--- config.mk ---
export PLATFORM = sky130hd
export DESIGN_NAME = rr_mux_8x1
export DESIGN_NICKNAME = d
export VERILOG_FILES = /design/src/rtl/rr_mux_8x1.sv
export SDC_FILE = /design/constraint.sdc
export NUM_CORES = 1
export LEC_CHECK = 0
export ABC_AREA = 1
export BUFFER_PORTS_ARGS = -buffer_cell sky130_fd_sc_hd__buf_4
export CORE_UTILIZATION = 44
export DETAILED_ROUTE_END_ITERATION = 8
export PLACE_DENSITY_LB_ADDON = 0.12
export SLEW_MARGIN = 25
export SYNTH_ARGS = -nofsm -noshare
export SYNTH_HDL_FRONTEND = slang
export SYNTH_SLANG_ARGS = --single-unit
--- constraint.sdc ---
create_clock -name clk -period 3.35 [get_ports clk]
set_input_delay 0.67 -clock clk [delete_from_list [all_inputs] [get_ports clk]]
set_output_delay 0.67 -clock clk [all_outputs]
set_load 0.01 [all_outputs]
--- src/rtl/rr_mux_8x1.sv ---
`default_nettype none
// ============================================================================
//  Module      : rr_mux_8x1
//  Description : Eight-lane to one-lane round-robin collector. One source lane
//                is granted per cycle, and the granted word goes into a single
//                registered output stage. The word carries a 3-bit lane tag so
//                that a downstream 1x8 demux can route it back out.
//  Revision    : 1.0 - initial release
// ----------------------------------------------------------------------------
//  Ports
//    clk        in   1          rising-edge clock
//    rst        in   1          synchronous active-high reset
//    in_valid   in   8          per-lane valid, bit k = lane k
//    in_data    in   8*DATA_W   lane k word at [k*DATA_W +: DATA_W]
//    in_ready   out  8          per-lane accept, at most one bit set
//    out_valid  out  1          output register holds a word
//    out_data   out  DATA_W     forwarded word
//    out_sel    out  3          lane index of out_data
//    out_ready  in   1          downstream takes the word when valid & ready
// ============================================================================
module rr_mux_8x1 #(
    parameter int DATA_W = 8
) (
    input  logic                  clk,
    input  logic                  rst,
    input  logic [7:0]            in_valid,
    input  logic [8*DATA_W-1:0]   in_data,
    output logic [7:0]            in_ready,
    output logic                  out_valid,
    output logic [DATA_W-1:0]     out_data,
    output logic [2:0]            out_sel,
    input  logic                  out_ready
);

    localparam int         c_LANES = 8;
    localparam logic [2:0] c_ZERO  = 3'd0;

    // ------------------------------------------------------------------
    // Registered state
    // ------------------------------------------------------------------
    logic                 r_out_valid;
    logic [DATA_W-1:0]    r_out_data;
    logic [2:0]           r_out_sel;
    logic [2:0]           r_ptr;      // lane with highest priority this cycle

    // ------------------------------------------------------------------
    // Combinational decisions
    // ------------------------------------------------------------------
    logic                 w_load;     // output register may take a new word
    logic                 w_found;    // some lane is requesting
    logic [2:0]           w_grant;    // first requesting lane at or after r_ptr
    logic                 w_xfer;     // a lane hands over its word this cycle
    logic [DATA_W-1:0]    w_grant_data;
    logic [2:0]           w_ptr_next;

    // The register frees up when it is empty or being drained this cycle,
    // which lets a pop and an accept share a cycle without a bubble.
    assign w_load = !rst && (!r_out_valid || out_ready);

    // Rotating priority search. The 3-bit index wraps 7->0 on its own, so
    // scanning offsets 0..7 from r_ptr visits every lane exactly once.
    always_comb begin
        logic [2:0] v_idx;
        w_found = 1'b0;
        w_grant = c_ZERO;
        v_idx   = c_ZERO;
        for (int i = 0; i < c_LANES; i++) begin
            v_idx = r_ptr + 3'(i);
            if (!w_found && in_valid[v_idx]) begin
                w_found = 1'b1;
                w_grant = v_idx;
            end
        end
    end

    assign w_xfer       = w_load && w_found;
    assign w_grant_data = in_data[w_grant*DATA_W +: DATA_W];
    // Grant of lane 7 naturally wraps the pointer back to lane 0.
    assign w_ptr_next   = w_grant + 3'd1;

    // One-hot accept. Driven only from valids, pointer and output-stage
    // state, so there is no path from in_data to in_ready.
    generate
        for (genvar k = 0; k < c_LANES; k++) begin : g_ready
            assign in_ready[k] = w_xfer && (w_grant == 3'(k));
        end
    endgenerate

    // ------------------------------------------------------------------
    // Output register and round-robin pointer
    // ------------------------------------------------------------------
    always_ff @(posedge clk) begin
        if (rst) begin
            r_out_valid <= 1'b0;
            r_out_data  <= '0;
            r_out_sel   <= c_ZERO;
            r_ptr       <= c_ZERO;
        end else if (w_load) begin
            if (w_found) begin
                r_out_valid <= 1'b1;
                r_out_data  <= w_grant_data;
                r_out_sel   <= w_grant;
                r_ptr       <= w_ptr_next;
            end else begin
                // Drained with nothing to replace it: data/tag keep their
                // last values, only the valid flag drops.
                r_out_valid <= 1'b0;
            end
        end
        // Stall (valid && !out_ready): everything holds.
    end

    assign out_valid = r_out_valid;
    assign out_data  = r_out_data;
    assign out_sel   = r_out_sel;

endmodule
`default_nettype wire

==> key figures, run 1 <==
Run
  • Max-cap violations: 0

Synthesis
  • Sequential-to-total area share from yosys stat: between 10 and 15%
  • Yosys reg bits: 15
  • Synthesized instance count: approximately 400
  • Synth top area share: between 30% and 40%
  • Synth warnings: 0
  • Main area contributors after synthesis: nand2_1, nand3_1, dfxtp_1
  • Syn avg cell area: 5.482 um2
  • Syn nets: roughly 480
  • Netlist cell types: 29
  • Synthesized area: about 2200 um2
  • Post-synth top area cell: nand2_1

Routing
  • Total wire length: around 7400 um
  • Drt wl/cell: roughly 13 um
  • Via density: between 5 and 6
  • Detailed Routing Iterations Pass 1: 5
  • Vias: 2949
  • 1st-iter DRT viols: around 220
  • Antenna Nets Post-Route: 0
  • DRC: 0

Final layout
  • Final non-filler cell total: 576
  • Area grow syn2layout: 56.43%
  • Leading cell types in the layout, fill and taps excluded: nand2_1, buf_4, nand3_1
  • Nets: ~590
  • Antenna diode instance count: 0
  • Most common cell after layout, fill and taps aside: nand2_1
  • Final Cell Area: 3396 um2
  • Fraction of layout cells with a size suffix above 1: between 30% and 40%

Setup path
  • Crit-path cells: buf_8, ha_4, xnor2_4, nand3_2, nand2_4, nor2_4, nand4_4, nor2_4, nand3_4, nor2_4, nor2_4, buf_6, a21oi_4, inv_2, nor2_1, buf_4
  • Worst Path Buf+Inv: 4
  • Crit path max fanout: 8
  • Max incr delay on CP: roughly 0.36 ns
  • Most frequent CP cell: nor2_4
  • Crit path max-delay family: simple AND/OR/NAND/NOR gates
  • Setup crit end kind: primary output
  • Critical Path AT: approximately 2.7 ns
  • Crit path required time: around 2.7 ns
  • CP Class: register to primary output
  • Startpoint types: register
  • Crit-path slowest cell: dfxtp_4

STA
  • Final worst path period share: 101.0%
  • Setup-failing EPs final: 8
  • Sum Neg Setup Slack: -0.1347 ns
  • Endpoints failing hold: 0
  • Final WS setup: -0.03240 ns
  • Relative slew slack: between 70 and 80%
  • Clock Skew: 0.006540 ns
  • RSZ-0062 raised after global routing: yes
  • Worst slew pin tran: between 0.3 and 0.4 ns
  • Hold slack: around 0.52 ns
  • Minimum clock period: ~3.4 ns
  • Max Freq: a little under 300 MHz
  • Max Slew Vio Count: 0

GRT
  • Initial antenna violation count: 0
  • Largest net degree at the start of global routing: 33
  • Gr ovfl total: 0
  • Vias in the first global route: around 2.5k
  • Global Route Usage Sum: between 20% and 30%
  • First-pass GRT wire length: around 11000 um

Die
  • Std cell rows: 25
  • Core Box Area: 4723 um2
  • Die ar.: 5219 um2
  • DIE WIDTH: around 72 um
  • Num ports: 95
  • Die Ht: just over 70 um
  • Initial Util: 45.96%

Placement
  • Placed Cells: 560
  • Placed cell area: roughly 3000 um2
  • PortBufs: between 90 and 100
  • Gpl congestion: between 0.9 and 1
  • Detailed placer's ending HPWL: between 5000 and 6000 um

Clocking
  • Reg clk slew, reported paths: ~0.060 ns
  • # clock sinks: 15
  • Skew-Pair Late Insertion Delay: ~0.26 ns
  • H-Tree Depth: 1
  • TritonCTS clock tree: built
  • CTS Buf Count: 3
  • Max Buffers Root-to-Sink: 2
  • Root Buffer: clkbuf_8

Min path
  • Min-Delay Path Class: register to register

Outcome
  • Status: complete, but fails checks
  • Failing checks: negative setup slack
## worst register-to-register path: cells and delay by family, from the launching register on
| kind | cells | cell delay [ns] |
|---|---|---|
| AND/OR/NAND/NOR | 14 | 1.51 |
| buffers and inverters | 4 | 0.62 |
| flip-flops | 1 | 0.36 |
| adder cells (fa/ha/maj) | 1 | 0.20 |
| XOR/XNOR | 1 | 0.15 |
## routing by layer
metal	track usage, %	part of all wire, %	vias to the layer above	routed length [um]
li1	-	-	1471	-
met1	33.84	42	1321	3099
met2	42.78	49	139	3598
met3	3.056	7.6	18	565
met4	5.664	1.8	0	133
met5	0	0	-	0
## path summary, 6_finish.rpt
check,to,from,cells past startpoint,slack (ns)
worst min-delay path,out_sel[0],out_sel[0],2,0.52
worst min register to register,out_sel[0],out_sel[0],2,0.52
worst max-delay path,in_ready[6],r_ptr[1],16,-0.03
worst max register to register,out_data[0],r_ptr[1],20,0.47
## registers in the layout, summed over array words and instances (netlist names)
| register | flops |
|---|---|
| out_data | 8 |
| out_sel | 3 |
| out_valid | 1 |
| r_ptr | 3 |
## cell usage after synthesis
library cell and count:
buf_2 2, nor2_4 4, xnor2_2 1, xor2_2 1, a31oi_2 1, o21ai_1 4
nor2_1 17, buf_6 5, nand4_4 2, xnor2_1 1, nand2_1 195, nand3_2 4
o21ai_0 6, nand3_1 64, a31oi_1 1, nand3_4 3, nor3_1 1, nand2_4 2
nor2_2 4, dfxtp_1 15, ha_1 4, inv_1 26, xor2_1 1, o21bai_1 1
buf_4 10, inv_2 7, inv_4 1, a21oi_1 6, nand2_2 7
## timing repair
| action | in CTS | in global routing |
|---|---|---|
| setup buffers | 1 | 11 |
| pin swaps | 8 | 25 |
| endpoints found under the hold margin | 0 | 0 |
| gates resized for setup | 11 | 52 |
| hold buffers | 0 | 0 |
| setup endpoints to repair | 8 | 8 |
| gates cloned | 0 | 0 |
## layout make-up
cell class,count,area (um2)
clock inverters,1,5.005
clock buffers,3,41.29
fillers,387,1328
flip-flops and latches,15,309.0
repair buffers,126,980.9
inverters,34,135.1
well taps,67,83.83
multi-input cells,330,1841
## per-stage QoR
| step | util (%) | worst slack [ns] |
|---|---|---|
| after global routing | 71.89 | -0.1599 |
| after detailed placement | 62.86 | 0.1131 |
| after CTS | 65.11 | 0.002674 |
| final | 71.89 | -0.03240 |
| after global placement | 62.86 | 0.1995 |
| after floorplan | - | 0.07047 |
## kinds of logic (layout without fill, tap and decap cells)
kind of cell / after synthesis / count (layout) / share of synthesized area [%]
buf+inv: 51 / 164 / 12.51
fa+ha+maj: 4 / 4 / 2.306
compound gates: 19 / 19 / 4.900
flops: 15 / 15 / 13.83
xor+xnor: 4 / 4 / 2.306
simple gates: 303 / 303 / 64.15
Power of run 1 is left out: the tool's default activity adds up to more than one toggle a clock period on the data nets, which glitch-free logic cannot reach.
==> run 2: changes to the inputs <==
RECOVER_POWER = 100   (was not set)
==> run 2 against run 1 <==
Effect of this change:
- the flow still finishes with violations (negative setup slack)
- first-iteration DRC count increased by 2.8%
- non-clock buffer count unchanged
- register-to-register slack about the same
- clock skew decreased by 0.0023 ns
- global-route usage unchanged
- critical path depth unchanged
- final area decreased by 1.3%
- fmax about the same
- die area unchanged
- clock-buffer cell count unchanged
- hold slack got worse by 0.0070 ns
- highest routed layer unchanged
==> key figures, run 2 (same netlist as run 1, synthesis figures left out) <==
Outcome
  • Status: complete, but fails checks (unchanged)
  • Failing checks: negative setup slack (unchanged)

Routing
  • Metal2 WL: 3639 um (was 3598 um)
  • Drt wl/cell: 12.88 um (was 12.84 um)
  • DRC: 0 (unchanged)
  • Max Used Layer: met4 (unchanged)
  • Vias: 2935 (was 2949)
  • Met3 WL: 473 um (was 565 um)
  • Via density: 5.095 (was 5.120)
  • Antenna Nets Post-Route: 0 (unchanged)
  • Detailed Routing Iterations Pass 1: 5 (unchanged)
  • Total wire length: 7421 um (was 7395 um)
  • Wl on met1: 3164 um (was 3099 um)
  • 1st-iter DRT viols: 224 (was 218)

Setup path
  • Crit path max fanout: 8 (unchanged)
  • Startpoint types: register (unchanged)
  • Critical Path AT: 2.71 ns (about the same)
  • Crit-path cells: buf_8, ha_4, xnor2_4, nand3_2, nand2_4, nor2_4, nand4_4, nor2_4, nand3_4, nor2_4, nor2_4, buf_6, a21oi_4, inv_2, nor2_1, buf_4 (unchanged)
  • Setup crit end kind: primary output (unchanged)
  • Levels on crit path: 16 (unchanged)
  • Most frequent CP cell: nor2_4 (unchanged)
  • Max incr delay on CP: 0.36 ns (about the same)
  • CP Class: register to primary output (unchanged)
  • Crit-path slowest cell: dfxtp_4 (unchanged)
  • Crit path max-delay family: simple AND/OR/NAND/NOR gates (unchanged)
  • Worst Path Buf+Inv: 4 (unchanged)
  • Crit path required time: 2.68 ns (about the same)
  • Reg2reg path depth: 20 (unchanged)

GRT
  • First-pass GRT wire length: 10650 um (unchanged)
  • Global Route Usage Sum: 25.11% (unchanged)
  • Vias in the first global route: 2477 (unchanged)
  • Initial antenna violation count: 0 (unchanged)
  • Largest net degree at the start of global routing: 33 (unchanged)
  • Gr ovfl total: 0 (unchanged)

STA
  • Final worst path period share: 100.9% (was 101.0%)
  • Endpoints failing hold: 0 (unchanged)
  • Clock Skew: 0.004259 ns (was 0.006540 ns)
  • Minimum clock period: 3.380 ns (was 3.382 ns)
  • Hold slack: 0.5138 ns (was 0.5209 ns)
  • Worst slew pin tran: 0.3527 ns (was 0.3570 ns)
  • Relative slew slack: 76.44% (was 76.15%)
  • Final WS setup: -0.02959 ns (was -0.03240 ns)
  • Max Freq: 295.9 MHz (was 295.6 MHz)
  • Sum Neg Setup Slack: -0.1225 ns (was -0.1347 ns)
  • Max Slew Vio Count: 0 (unchanged)
  • RSZ-0062 raised after global routing: yes (unchanged)
  • Setup-failing EPs final: 8 (unchanged)

Run
  • Max-cap violations: 0 (unchanged)

Die
  • Num ports: 95 (unchanged)
  • Core Box Area: 4723 um2 (unchanged)
  • Initial Util: 45.96% (unchanged)
  • Die Ht: 72.24 um (unchanged)
  • Die ar.: 5219 um2 (unchanged)
  • DIE WIDTH: 72.24 um (unchanged)
  • Std cell rows: 25 (unchanged)

Clocking
  • # clock sinks: 15 (unchanged)
  • CTS Buf Count: 3 (unchanged)
  • Reg clk slew, reported paths: 0.06 ns (about the same)
  • H-Tree Depth: 1 (unchanged)
  • Max Buffers Root-to-Sink: 2 (unchanged)
  • Root Buffer: clkbuf_8 (unchanged)
  • Skew-Pair Late Insertion Delay: 0.25 ns (was 0.26 ns)
  • TritonCTS clock tree: built (unchanged)
  • CTS Hold Bufs: 0 (unchanged)

Final layout
  • Final Cell Area: 3351 um2 (was 3396 um2)
  • Most common cell after layout, fill and taps aside: nand2_1 (unchanged)
  • Antenna diode instance count: 0 (unchanged)
  • Util after Layout: 70.94% (was 71.89%)
  • Leading cell types in the layout, fill and taps excluded: nand2_1, buf_4, nand3_1 (unchanged)
  • Largest register FFs: 8 (unchanged)
  • Fraction of layout cells with a size suffix above 1: 36.94% (was 39.29%)
  • Area grow syn2layout: 54.35% (was 56.43%)
  • Nets: 589 (unchanged)

Placement
  • Detailed placer's ending HPWL: 5186 um (unchanged)
  • PortBufs: 94 (unchanged)
  • Placed cell area: 2969 um2 (unchanged)
  • Gpl congestion: 0.9290 (unchanged)

Min path
  • Min-Delay Path Class: register to register (unchanged)
  • Hold path cells: 2 (unchanged)
## run 2: changes by cell type in the layout (fill, tap and decap cells not counted), sizes merged
cell    before  now
buf        126  114
clkbuf       3   15
## run 2: cell type report
type                       count  area [um2]
timing repair buffer         126       935.9
clock inverter                 1       5.005
clock buffer                   3       41.29
inverter                      34       135.1
sequential                    15       309.0
tap                           67       83.83
multi-input combinational    330        1841
fill                         406        1373
## run 2: per-stage QoR
stage | setup WS, ns | cells
5_1_grt | -0.1599 | 576
6_report | -0.02959 | 576
3_5_place_dp | 0.1131 | 560
4_1_cts | 0.002674 | 565
3_3_place_gp | 0.1995 | 560
2_1_floorplan | 0.07047 | 396
## run 2: worst register-to-register path: cells and delay by family (launching register included)
family	cells	cell delay (ns)
and+or+nand+nor	14	1.49
DFF	1	0.36
buffers and inverters	4	0.63
adders and majority gates	1	0.20
xor gates and xnor gates	1	0.15
## run 2: final timing paths
check	start	to	slack, ns
min reg2reg	out_sel[2]	out_sel[2]	0.51
max reg2reg	r_ptr[1]	out_data[0]	0.46
max	r_ptr[1]	in_ready[6]	-0.03
min	out_sel[2]	out_sel[2]	0.51
## run 2: layer usage
metal  track usage, %  up-vias
met3            3.056       18
met4            5.664        0
met2            42.78      118
met1            33.84     1326
li1                 -     1473
met5                0        -
## run 2: timing repair
item	4_1_cts	5_1_grt
endpoints found under the setup margin	8	8
pin swaps	8	25
resized for setup	11	52
buffers inserted	1	11
cloned	0	0
Power of run 2 is left out for the same reason.
